===== src/rtl/vli_pkg.sv =====
// rtl/vli_pkg.sv - shared helpers for the VLI size/amplitude encoder
package vli_pkg;

   function automatic int vli_clog2(input int n);
      int r;
      r = 0;
      while ((1 << r) < n) r++;
      return r;
   endfunction

   // All-ones in the low n bits; callers cast down to their own width.
   function automatic logic [31:0] low_mask(input int unsigned n);
      return (n >= 32) ? 32'hFFFF_FFFF : ((32'd1 << n) - 32'd1);
   endfunction

endpackage


===== src/rtl/vli_size_encoder_size_prio_enc.sv =====
// rtl/vli_size_encoder_size_prio_enc.sv - bit-length priority encoder for a W-bit magnitude
module size_prio_enc #(
   parameter int W  = 11,
   parameter int SW = 4
) (
   input  logic [W-1:0]  mag,
   output logic [SW-1:0] size
);

   // Highest set bit wins because later iterations overwrite earlier ones.
   always_comb begin
      size = '0;
      for (int i = 0; i < W; i++) begin
         if (mag[i]) size = SW'(i + 1);
      end
   end

endmodule


===== src/rtl/vli_size_encoder.sv =====
// rtl/vli_size_encoder.sv - two-stage size/amplitude encoder with per-channel DC prediction
module vli_size_encoder
   import vli_pkg::*;
#(
   parameter int DATA_W = 11,
   parameter int NUM_CH = 3,
   parameter int CH_W   = 2,
   parameter int SIZE_W = vli_clog2(DATA_W + 1)
) (
   input  logic              clk,
   input  logic              rst,
   input  logic              in_valid,
   output logic              in_ready,
   input  logic [DATA_W-1:0] in_data,
   input  logic [CH_W-1:0]   in_ch,
   input  logic              in_dc,
   input  logic              in_signed,
   input  logic              pred_clr,
   output logic              out_valid,
   input  logic              out_ready,
   output logic [SIZE_W-1:0] out_size,
   output logic [DATA_W-1:0] out_amp,
   output logic [CH_W-1:0]   out_ch,
   output logic              out_dc
);

   logic [DATA_W-1:0] pred [NUM_CH];

   logic              s1_valid;
   logic [DATA_W-1:0] s1_mag;
   logic              s1_neg;
   logic [CH_W-1:0]   s1_ch;
   logic              s1_dc;

   logic              s1_en, s2_en, accept, dc_eff, ch_ok;
   logic [DATA_W-1:0] pred_sel;
   logic [DATA_W:0]   v;
   logic [DATA_W-1:0] v_abs;
   logic [SIZE_W-1:0] enc_size;
   logic [DATA_W-1:0] amp_next;

   assign s2_en    = !out_valid || out_ready;
   assign s1_en    = !s1_valid || s2_en;
   assign in_ready = !rst && s1_en;
   assign accept   = in_valid && in_ready;

   // A clear in the same cycle means the DC sample sees a zero predictor.
   always_comb begin
      dc_eff   = in_dc && in_signed;
      ch_ok    = (32'(in_ch) < 32'(NUM_CH));
      pred_sel = '0;
      if (dc_eff && ch_ok && !pred_clr) pred_sel = pred[in_ch];
      if (!in_signed) v = {1'b0, in_data};
      else            v = {in_data[DATA_W-1], in_data} - {pred_sel[DATA_W-1], pred_sel};
      v_abs = v[DATA_W] ? DATA_W'(-v) : v[DATA_W-1:0];
   end

   size_prio_enc #(.W(DATA_W), .SW(SIZE_W)) u_size_enc (
      .mag  (s1_mag),
      .size (enc_size)
   );

   // For negatives, (v-1) in the low size bits equals the inverted magnitude.
   always_comb begin
      amp_next = s1_neg ? (~s1_mag & DATA_W'(low_mask(32'(enc_size)))) : s1_mag;
   end

   always_ff @(posedge clk) begin
      if (rst) begin
         s1_valid  <= 1'b0;
         s1_mag    <= '0;
         s1_neg    <= 1'b0;
         s1_ch     <= '0;
         s1_dc     <= 1'b0;
         out_valid <= 1'b0;
         out_size  <= '0;
         out_amp   <= '0;
         out_ch    <= '0;
         out_dc    <= 1'b0;
         for (int i = 0; i < NUM_CH; i++) pred[i] <= '0;
      end else begin
         if (s2_en) begin
            out_valid <= s1_valid;
            if (s1_valid) begin
               out_size <= enc_size;
               out_amp  <= amp_next;
               out_ch   <= s1_ch;
               out_dc   <= s1_dc;
            end
         end
         if (s1_en) begin
            s1_valid <= in_valid;
            if (in_valid) begin
               s1_mag <= v_abs;
               s1_neg <= v[DATA_W];
               s1_ch  <= in_ch;
               s1_dc  <= dc_eff;
            end
         end
         if (pred_clr) begin
            for (int i = 0; i < NUM_CH; i++) pred[i] <= '0;
         end
         if (accept && dc_eff && ch_ok) pred[in_ch] <= in_data;
      end
   end

endmodule


===== config.mk =====
export PLATFORM = sky130hd
export DESIGN_NAME = vli_size_encoder
export DESIGN_NICKNAME = d
export VERILOG_FILES = /design/src/rtl/vli_pkg.sv /design/src/rtl/vli_size_encoder_size_prio_enc.sv /design/src/rtl/vli_size_encoder.sv
export SDC_FILE = /design/constraint.sdc
export NUM_CORES = 1
export LEC_CHECK = 0
export CAP_MARGIN = 25
export CORE_UTILIZATION = 40
export DETAILED_ROUTE_END_ITERATION = 6
export MAX_ROUTING_LAYER = met4
export PLACE_DENSITY = 0.56
export SLEW_MARGIN = 25
export SYNTH_ARGS = -nofsm -noshare
export SYNTH_HDL_FRONTEND = slang
export SYNTH_SLANG_ARGS = --single-unit

===== constraint.sdc =====
create_clock -name clk -period 5.45 [get_ports clk]
set_clock_uncertainty 0.2 [all_clocks]
set_input_delay 0.8175 -clock clk [delete_from_list [all_inputs] [get_ports clk]]
set_output_delay 0.8175 -clock clk [all_outputs]
set_load 0.02 [all_outputs]

==> summary.md <==
| Metric | Value |
|---|---|
| Htree depth | `3` |
| CTS tree | `built` |
| Worst Path Max Fanout | `15` |
| Area growth syn-to-layout | `16.4%` |
| RSZ-0062 raised after global routing | `no` |
| Total CTS buffers | `9` |
| Sw frac | `30.9%` |
| Vias in the first global route | `3351` |
| Final worst slack | `0.990 ns` |
| FFs w/ async S/R, synth | `0%` |
| Ys flop type | `dfxtp_1` |
| Total number of vias | `3653` |
| Via density | `5.53` |
| Post-synth EDFFs | `33` |
| Initial antenna violation count | `0` |
| Max-slew headroom | `50.8%` |
| Global route overflow | `0` |
| Diodes inserted | `0` |
| Starting Density | `41.2%` |
| # resized after CTS | `0` |
| Mean post-synth cell area | `8.69 sq um` |
| Hold Path Class | `reg -> reg` |
| Sw power | `410 uW` |
| Total GRT Usage | `20.9%` |
| Final hold slack | `0.252 ns` |
| Final wirelength | `10.7 mm` |
| Pre-antenna DRT Iters | `5` |
| Critical Path RT | `5.54 ns` |
| Maxcap violations | `0` |
| Distinct cells, synth | `70` |
| Wire per inst | `16.1 microns` |
| Clock-pin slew on the worst setup and hold paths | `0.08 ns` |
| Largest area contributor in the netlist | `edfxtp_1` |
| Setup TNS Final | `0 ns` |
| Critical Path AT | `4.55 ns` |
| IO Count | `40` |
| Total core area | `10300 sq um` |
| Yosys top cell area share | `23.3%` |
| CTS root buffer | `clkbuf_8` |
| Part of the power in registers | `44.3%` |
| Worst Setup Start Kind | `primary input` |
| Worst-Margin Slew | `0.731 ns` |
| Antenna-violating nets left | `0` |
| Largest net degree at the start of global routing | `31` |
| Placement row count | `37` |
| Tmin final | `4.46 ns` |
| Die height | `105 microns` |
| Design Power | `1.33 mW` |
| Combinational Power Share | `20.7%` |
| Clk sinks | `68` |
| Yosys warnings | `0` |
| Clk pwr share | `35.0%` |
| Max Clk Rate | `224 MHz` |
| CTS Hold Bufs | `0` |
| Most frequent cells in the layout | `nand2_1 (58), nor2_1 (56), clkdlybuf4s50_1 (39)` |
| Synth Instances | `490` |
| Residual DRC | `0` |
| Deepest clock path buffer count | `2` |
| Clock latency at the later pin of the worst-skew pair | `0.35 ns` |
| Post-synthesis sequential area ratio | `39.7%` |
| Power per cell area | `268 nW/um^2` |
| Design Area, Final | `4950 sq um` |
| Port buffer count | `39` |
| Fin. Hold Viols | `0` |
| DR iter-0 viols | `249` |
| Final Max Slew Viols | `0` |
| Cell area after synthesis | `4260 sq um` |
| Final nets | `553` |
| Kind of critical path | `in -> reg` |
| First-pass GRT wire length | `17.5 mm` |
| Detailed Place HPWL | `7.87 mm` |
| Crit. End Element | `flip-flop` |
| Area contributors post-synth | `edfxtp_1 (23%), dfxtp_1 (16%), nand2_1 (5.1%)` |
| Pre-CTS setup slack | `0.667 ns` |
| Worst VDD drop | `0.129 mV` |
| Status | `finished, final reports clean` |
| Reg-to-reg slack, setup | `1.95 ns` |
| Internal Power | `918 uW` |
| Final Cycle Share | `81.8%` |
| Placed cell area | `4740 sq um` |
| GPL Wtd Cong | `0.884` |
| Leak Pwr | `1.85 nW` |
| Share of cells above drive strength 1 | `8.78%` |
| Final setup viols | `0` |
| Die W | `105 microns` |
| Commonest non-fill, non-tap cell in the layout | `nand2_1` |
| Syn nets | `524` |
| Postcts setup bufs | `0` |
| Total Die Area | `11100 sq um` |
| #FFs+latches synth | `68` |
-- final timing paths --
check / from / to / cells past startpoint
setup / recovery: in_ch[1] / s1_mag[10]$_SDFFE_PP0P_ / 14
setup reg to reg: pred[1][0]$_SDFFCE_PN0P_ / s1_mag[10]$_SDFFE_PP0P_ / 14
hold reg to reg: s1_ch[1]$_SDFFE_PP0P_ / out_ch[1]$_SDFFE_PP0P_ / 2
hold / removal: s1_ch[1]$_SDFFE_PP0P_ / out_ch[1]$_SDFFE_PP0P_ / 2
-- cell families after synthesis --
| family | count (synthesis) | share of synthesized area [%] |
|---|---|---|
| AO/OA/AOI/OAI | 116 | 18.9 |
| XOR/XNOR | 5 | 1.03 |
| adder cells (fa/ha/maj) | 14 | 4.29 |
| buffers and inverters | 40 | 4.38 |
| flip-flops | 68 | 39.7 |
| multiplexers | 18 | 4.26 |
| AND/OR/NAND/NOR | 229 | 27.4 |
-- synthesized netlist by cell type, types with 6 or more instances --
master	number
dfxtp_1	35
o21ai_0	23
clkbuf_1	23
nand2_1	58
inv_1	10
edfxtp_1	33
nand3_1	13
a31oi_1	6
and2_1	34
mux2i_1	17
ha_1	13
nor3_1	19
nor2b_1	8
a211oi_1	11
a21oi_1	32
nor2_1	56
or3_1	7
-- power groups by stage --
stage                     Sequential, mW  Clock [mW]  Combinational, mW
after floorplan                    0.598           0              0.187
after global placement             0.599           0              0.270
after detailed placement           0.599           0              0.273
after CTS                          0.587       0.474              0.275
after global routing               0.592       0.495              0.303
final                              0.588       0.465              0.275
-- per-stage QoR --
step           util, %  instances
2_1_floorplan        -        490
3_3_place_gp      45.9        644
3_5_place_dp      45.9        644
4_1_cts           48.0        660
5_1_grt           48.0        660
6_report          48.0        660
-- layout make-up --
cell class	count	area, sq um
Clock buffer	10	149
Sequential cell	68	1690
Multi-Input combinational cell	382	2380
Inverter	10	37.5
Clock inverter	6	67.6
Tap cell	136	170
Timing Repair Buffer	48	458
Fill cell	1020	5370
-- layer usage --
metal	part of all wire (%)	track usage, %	vias up
met5	0	-	-
met4	1.1	4.93	0
met3	5.3	4.24	11
met2	42	29.9	93
met1	51	29.9	1707
li1	-	-	1842
-- worst max-delay path, cell delays in order --
cell             delay, ns
clkdlybuf4s50_1       0.76
nor2b_1               0.23
a21oi_1               0.08
nor3_1                0.15
ha_1                  0.21
inv_1                 0.06
fa_1                  0.41
a211o_1               0.34
a31oi_2               0.21
o311ai_2              0.18
nor4_4                0.37
nand4_1               0.15
or4_1                 0.48
nand3_1               0.09
-- state kept, by name, indices dropped and copies added, names as in the netlist --
register / count
s1_ch: 2
s1_neg: 1
out_ch: 2
out_valid: 1
s1_mag: 11
s1_valid: 1
out_size: 4
pred: 33
s1_dc: 1
out_dc: 1
out_amp: 11
No activity file was read; power rests on OpenSTA's default activity.
